===== config.mk =====
export PLATFORM = sky130hd
export DESIGN_NAME = pipeline_sequencer
export DESIGN_NICKNAME = d
export VERILOG_FILES = /design/src/rtl/cpu_types_pkg.sv /design/src/rtl/pipeline_sequencer_hazard_detect.sv /design/src/rtl/pipeline_sequencer.sv
export SDC_FILE = /design/constraint.sdc
export NUM_CORES = 1
export LEC_CHECK = 0
export CAP_MARGIN = 20
export CORE_AREA = 10 10 47 49
export CTS_CLUSTER_SIZE = 14
export DETAILED_ROUTE_END_ITERATION = 7
export DIE_AREA = 0 0 57 59
export PLACE_DENSITY = 0.72
export SYNTH_ARGS = -nofsm -noshare
export SYNTH_HDL_FRONTEND = slang
export SYNTH_SLANG_ARGS = --single-unit
export TNS_END_PERCENT = 100

===== constraint.sdc =====
create_clock -name CLK -period 2.1 [get_ports CLK]
set_clock_uncertainty 0.15 [all_clocks]
set_input_delay 0.315 -clock CLK [delete_from_list [all_inputs] [get_ports CLK]]
set_output_delay 0.315 -clock CLK [all_outputs]
set_load 0.03 [all_outputs]

===== src/rtl/cpu_types_pkg.sv =====
// Shared CPU types: register-number width and the pipeline sequencer state encoding.
package cpu_types_pkg;

  localparam int REG_W = 5;

  typedef logic [REG_W-1:0] regbits_t;

  typedef enum logic [1:0] {PS_RUN, PS_DWAIT, PS_HALT} pipe_state_t;

endpackage


===== src/rtl/pipeline_sequencer_hazard_detect.sv =====
// Load-use hazard compare between the EX-stage load destination and the ID-stage sources.
module hazard_detect
  import cpu_types_pkg::*;
(
  input  logic     ex_memtoreg,
  input  regbits_t ex_wsel,
  input  regbits_t id_rs,
  input  regbits_t id_rt,
  output logic     lu_stall
);

  // Register 0 is hardwired, so a load targeting it never creates a dependency.
  assign lu_stall = ex_memtoreg && (ex_wsel != '0) &&
                    ((ex_wsel == id_rs) || (ex_wsel == id_rt));

endmodule


===== src/rtl/pipeline_sequencer.sv =====
// Stall/flush sequencer for the five-stage pipeline.
// Optional feature: define PIPE_STALL_CNT_EN to add the saturating stall_count output.
module pipeline_sequencer
  import cpu_types_pkg::*;
(
  input  logic        CLK,
  input  logic        RST,
  input  logic        ihit,
  input  logic        dhit,
  input  logic        mem_ren,
  input  logic        mem_wen,
  input  logic        ex_memtoreg,
  input  regbits_t    ex_wsel,
  input  regbits_t    id_rs,
  input  regbits_t    id_rt,
  input  logic        ex_redirect,
  input  logic        halt_wb,
  output logic        pc_en,
  output logic        ifid_en,
  output logic        idex_en,
  output logic        exmem_en,
  output logic        memwb_en,
  output logic        ifid_flush,
  output logic        idex_flush,
  output logic        exmem_flush,
  output logic        memwb_flush,
`ifdef PIPE_STALL_CNT_EN
  output logic [31:0] stall_count,
`endif
  output logic        halted
);

  pipe_state_t state_q;
  logic        luStall;
  logic        dataWait;
  logic        haltNow;

  hazard_detect u_hazard (
    .ex_memtoreg (ex_memtoreg),
    .ex_wsel     (ex_wsel),
    .id_rs       (id_rs),
    .id_rt       (id_rt),
    .lu_stall    (luStall)
  );

  // Once frozen, the wait persists until dhit even if the MEM request drops.
  assign dataWait = (((mem_ren || mem_wen) && !dhit) ||
                     (state_q == PS_DWAIT && !dhit));
  assign haltNow  = (state_q == PS_HALT) || halt_wb;

  always_comb begin
    pc_en       = 1'b1;
    ifid_en     = 1'b1;
    idex_en     = 1'b1;
    exmem_en    = 1'b1;
    memwb_en    = 1'b1;
    ifid_flush  = 1'b0;
    idex_flush  = 1'b0;
    exmem_flush = 1'b0;
    memwb_flush = 1'b0;
    halted      = 1'b0;
    if (RST) begin
      pc_en       = 1'b0;
      ifid_en     = 1'b0;
      idex_en     = 1'b0;
      exmem_en    = 1'b0;
      memwb_en    = 1'b0;
      ifid_flush  = 1'b1;
      idex_flush  = 1'b1;
      exmem_flush = 1'b1;
      memwb_flush = 1'b1;
    end else if (haltNow) begin
      pc_en    = 1'b0;
      ifid_en  = 1'b0;
      idex_en  = 1'b0;
      exmem_en = 1'b0;
      memwb_en = 1'b0;
      halted   = 1'b1;
    end else if (dataWait) begin
      pc_en       = 1'b0;
      ifid_en     = 1'b0;
      idex_en     = 1'b0;
      exmem_en    = 1'b0;
      memwb_flush = 1'b1;
    end else if (ex_redirect) begin
      ifid_flush = 1'b1;
      idex_flush = 1'b1;
    end else if (luStall) begin
      pc_en      = 1'b0;
      ifid_en    = 1'b0;
      idex_flush = 1'b1;
    end else if (!ihit) begin
      pc_en      = 1'b0;
      ifid_flush = 1'b1;
    end
  end

  // PS_HALT is sticky; only the asynchronous reset leaves it.
  always_ff @(posedge CLK or posedge RST) begin
    if (RST) begin
      state_q <= PS_RUN;
    end else if (state_q != PS_HALT) begin
      if (halt_wb)       state_q <= PS_HALT;
      else if (dataWait) state_q <= PS_DWAIT;
      else               state_q <= PS_RUN;
    end
  end

`ifdef PIPE_STALL_CNT_EN
  logic [31:0] stallCnt_q;

  always_ff @(posedge CLK or posedge RST) begin
    if (RST) begin
      stallCnt_q <= '0;
    end else if (state_q != PS_HALT && !pc_en && stallCnt_q != 32'hFFFF_FFFF) begin
      stallCnt_q <= stallCnt_q + 32'd1;
    end
  end

  assign stall_count = stallCnt_q;
`endif

endmodule


### After elaboration in Yosys (flattened, before gate mapping)

Cells that the tools add are included.

* equal/unequal tests: 5
* muxes and demuxes: 35
* reductions and logical operators: 10

Operator list (number)
* two-way mux 1 bit: 34
* equality test 5 bit: 2
* nonzero test 5 bit: 1
* logical AND 1 bit: 4
* logical OR 1 bit: 4
* equality test 2 x 1 -> 1 bit (second input constant): 1
* equality test 2 bit (second input constant): 1
* two-way mux 2 bit: 1
* != test 2 bit (second input constant): 1
* zero test 1 bit: 1

* register bits after elaboration: 2
* input bits: 24
* logic and storage cells: 51

### Depth between registers and ports, before layout

* word-level depth: 8
* mapped depth: 5

### Cells and area by module

A second synthesis with hierarchy kept.

* cells, all modules: 44
* area total of the unflattened synthesis: 357.8 um2

By module, submodules not included
* pipeline_sequencer: instances 1, cells an instance 27, area an instance 232.7 um2
* hazard_detect: instances 1, cells an instance 17, area an instance 125.1 um2

### Worst setup path before layout

Ideal clock, no wire load.

* kind: input-to-output
* from: input port ex_wsel[1]
* to: output port ifid_en
* arrival time: 1.839 ns
* data required time: 1.635 ns
* slack: -0.204 ns
* stages: 4
* path buffers: 0
* cell sequence: or4_4 o21ai_2 nor2_1 a211oi_1

* word-level cells in the longest chain between the ends: 8
* elaborated cells between the ends (all ways): 11
* classes of those cells: 2 x eq/ne; 5 x mux; 4 x reduce/logical

RTL lines
* start, declared: line pipeline_sequencer.sv:13 `input regbits_t ex_wsel,`
* equality test 5 bit or nonzero test 5 bit (tied branches): line pipeline_sequencer_hazard_detect.sv:14, pipeline_sequencer_hazard_detect.sv:13
* logical OR 1 bit or logical AND 1 bit (tied branches): line pipeline_sequencer_hazard_detect.sv:14, pipeline_sequencer_hazard_detect.sv:13
* logical AND 1 bit *: line pipeline_sequencer_hazard_detect.sv:13 `assign lu_stall = ex_memtoreg && (ex_wsel != '0) &&`
* two-way mux 1 bit *: line pipeline_sequencer.sv:88 `end else if (luStall) begin`
* two-way mux 1 bit *: line pipeline_sequencer.sv:85 `end else if (ex_redirect) begin`
* two-way mux 1 bit *: line pipeline_sequencer.sv:79 `end else if (dataWait) begin`
* two-way mux 1 bit *: line pipeline_sequencer.sv:72 `end else if (haltNow) begin`
* two-way mux 1 bit *: line pipeline_sequencer.sv:62 `if (RST) begin`
* end, declared: line pipeline_sequencer.sv:19 `output logic ifid_en,`

Mark *: on every way between the ends. The rest lies on a longest branch, timed or not.

### Final worst setup path

* from: input port ex_wsel[1]
* to: output port ifid_flush

* word-level cells in the longest chain between the ends: 8
* elaborated cells between the ends (all ways): 11
* classes of those cells: 2 x eq/ne; 5 x mux; 4 x reduce/logical

RTL lines
* equality test 5 bit or nonzero test 5 bit (tied branches): line pipeline_sequencer_hazard_detect.sv:14, pipeline_sequencer_hazard_detect.sv:13
* logical OR 1 bit or logical AND 1 bit (tied branches): line pipeline_sequencer_hazard_detect.sv:14, pipeline_sequencer_hazard_detect.sv:13
* logical AND 1 bit *: line pipeline_sequencer_hazard_detect.sv:13
* two-way mux 1 bit *: line pipeline_sequencer.sv:88
* two-way mux 1 bit *: line pipeline_sequencer.sv:85
* two-way mux 1 bit *: line pipeline_sequencer.sv:79
* two-way mux 1 bit *: line pipeline_sequencer.sv:72
* two-way mux 1 bit *: line pipeline_sequencer.sv:62
* end, declared: line pipeline_sequencer.sv:23 `output logic ifid_flush,`

Marks and branches as above.

==> impl_metrics.ini <==
[outcome]
status = complete, but fails checks
failed_checks = setup timing

[power_and_ir_drop]
p_per_area_mw_per_mm2 = 312.5
p_leak_nw = 0.4072
ir_drop_uv = 190.2
total_power_uw = 268.7

[finish]
fin_nets = 120
reg_top3 = state_q (2)
regArea_um2 = 50.05
diodes = 0
syn2layout_area_growth_pct = 145.4
layout.cells.non_filler = 110
fill_cells = 138
multi_input_area_um2 = 325.3
largest_reg_flops = 2
top_register = state_q
drive_gt1_share_pct = 46.81

[timing]
setup_tns_ns = -0.002683
rsz0062_at_grt = yes
finalHoldViolations = 0
max-slew-margin-rel_pct = 75.34
setup_viol = 1
min_period_ns = 2.103
final_max_slew_viol_count = 0
fmax_mhz = 475.6
finalCritPeriodShare_pct = 100.1
setup_ws_ns = -0.002683
worstMarginPinSlew_ns = 0.3691

[floorplan]
fp.dieW_um = 57
rows = 14
core-area_mm2 = 0.001401
die_area_mm2 = 0.003363
start_util_pct = 25.00
die_h_um = 59
io_pins = 34

[routing]
first_pass_iters = 3
postRouteAntennaNets = 0
via_count = 516
avgRoutedWirePerCell_um = 13.92
dr.first_iter.drc_count = 7
drc = 0
routed_wl_mm = 1.531
routed_via_density = 4.691

[global_route]
use_met1_pct = 8.732
grt_pass1_wl_mm = 2.642
grt_use_total_pct = 9.965
overflow = 0
grt.met3_usage_pct = 5.365
grt_max_degree = 7
top_usage_layer = met2
grt_pass1_vias = 629
use_met2_pct = 16.74
antenna_found_initial = 0

[synth]
syn-cell-area_um2 = 350.3
ys.warnings.count = 0
async_flop_share_pct = 100.0
yosys_register_bits = 2
syn_inst = 47
avgSynthCellArea_um2 = 7.454
synth_common_cells = xnor2_1 (10), nor2_1 (6), nand2_1 (3), nor3_1 (3)
netlist_top_cells_area = xnor2_1 (25%), dfrtp_1 (14%), nor2_1 (6.4%)
synth_top_area_cell = xnor2_1
synthFlopType = dfrtp_1
synth_edf_count = 0
syn_nets = 71
yosysSeqAreaShare_pct = 14.29
yosysTopAreaCellShare_pct = 25.00
synth_cell_types = 24
synth.most_common_cell = xnor2_1

[placed_design]
gp_congestion = 0.6800
hpwl_mm = 1.242
place_inst = 105
pre_cts_ws_ns = -0.4208
numPortBuffers = 33

[clock_network]
ctsLongestPathBuffers = 2
worstSkewPairLatency_ns = 0.24
cts_max_level = 1
clock-root-buffer = clkbuf_4
cts_made_buffers = 3
cts.sinks = 2
ctsHoldBuffers = 0
cts_tree = built
path_clk_slew_ns = 0.03

[worst_setup_path]
worst-path-buf-inv = 2
critPathTopFamily = simple AND/OR/NAND/NOR gates
timing.rr.start = state_q[0]$_DFFE_PP0N_
worst-path-max-fanout = 3
cpMaxStageDelayCell = or4_4
arrival_ns = 1.64
r2r_end = state_q[0]$_DFFE_PP0N_
start_kind = input port
path_class = input port to output port
reg2reg_depth = 4
crit_path_start = ex_wsel[1]
cp_slowest_stage_delay_ns = 0.53
crit_chain = buf_8 -> or4_4 -> o21ai_4 -> nor3_2 -> a221oi_4 -> buf_6
rrSetupSlack_ns = 0.86
worst_ep_required_time_ns = 1.63
cp-end-kind = output port

[run]
max_cap_viol_count = 0

[min_path]
min_from = halt_wb
holdCritPathClass = input port to register
hold_end = state_q[1]$_DFFE_PP0N_
whs_path_depth = 3
worst reg2reg max path, stage by stage, from the launching register on:
cell,delay (ns)
dfrtp_1,0.35
inv_2,0.05
maj3_1,0.36
nor3_2,0.15
buf_4,0.13
power breakdown:
group	switching, mW	internal (mW)
clock network	0.0314	0.0637
logic	0.0568	0.0779
registers	0.00000000152	0.0388
timing repair:
action / in CTS / in global routing
cloned: 0 / 0
hold endpoints to repair: 0 / 0
setup buffers: 2 / 0
gates resized for setup: 30 / 9
setup endpoints to repair: 7 / 4
pin swaps: 9 / 11
through the flow:
stage / hold WS, ns / util, % / cell area (um^2)
CTS: 0.4170 / 59.02 / 827.0
floorplan: 0.1318 / - / 355.3
detailed placement: 0.4340 / 53.66 / 752.0
global placement: 0.4186 / 53.66 / 752.0
finish: 0.2534 / 61.34 / 859.6
global route: 0.2706 / 61.34 / 859.6
routing by layer:
| layer | vias to the layer above | part of all wire (%) |
|---|---|---|
| met2 | 29 | 50 |
| met5 | - | 0 |
| li1 | 259 | - |
| met4 | 0 | 1.9 |
| met3 | 3 | 12 |
| met1 | 225 | 36 |
layout make-up:
cell class | count | share of cell area (%)
Inverter | 3 | 1.310
Multi-Input combinational cell | 39 | 37.85
Clock buffer | 3 | 2.620
Tap cell | 16 | 2.329
Timing Repair Buffer | 47 | 50.07
Sequential cell | 2 | 5.822
cell families after synthesis:
kind of cell	Yosys count	share of synthesized area [%]
AO/OA/AOI/OAI	10	23.57
XOR/XNOR	10	25.00
adder cells (fa/ha/maj)	1	2.857
buffers and inverters	6	8.569
flip-flops	2	14.29
AND/OR/NAND/NOR	18	25.72
cell usage in the layout, fill, tap and decap left out, types with 2 or more instances in the layout:
| cell type | instances |
|---|---|
| buf_4 | 21 |
| xnor2_1 | 10 |
| clkdlybuf4s50_1 | 9 |
| dlymetal6s2s_1 | 7 |
| nor2_1 | 5 |
| clkbuf_4 | 3 |
| dlygate4sd2_1 | 3 |
| buf_6 | 3 |
| inv_2 | 2 |
| nor3_2 | 2 |
| a21oi_2 | 2 |
| nand3_1 | 2 |
| nand2_1 | 2 |
| buf_2 | 2 |
| dfrtp_1 | 2 |
how the worst max path moves through the flow:
stage | end | slack (ns) | cells past startpoint
after floorplan | ifid_flush | 0.05 | 4
after global placement | idex_flush | -0.39 | 6
after detailed placement | ifid_flush | -0.42 | 6
after CTS | ifid_flush | -0.03 | 6
after global routing | ifid_flush | -0.04 | 6
final | ifid_flush | -0.003 | 6
No activity file was read; power rests on OpenSTA's default activity.
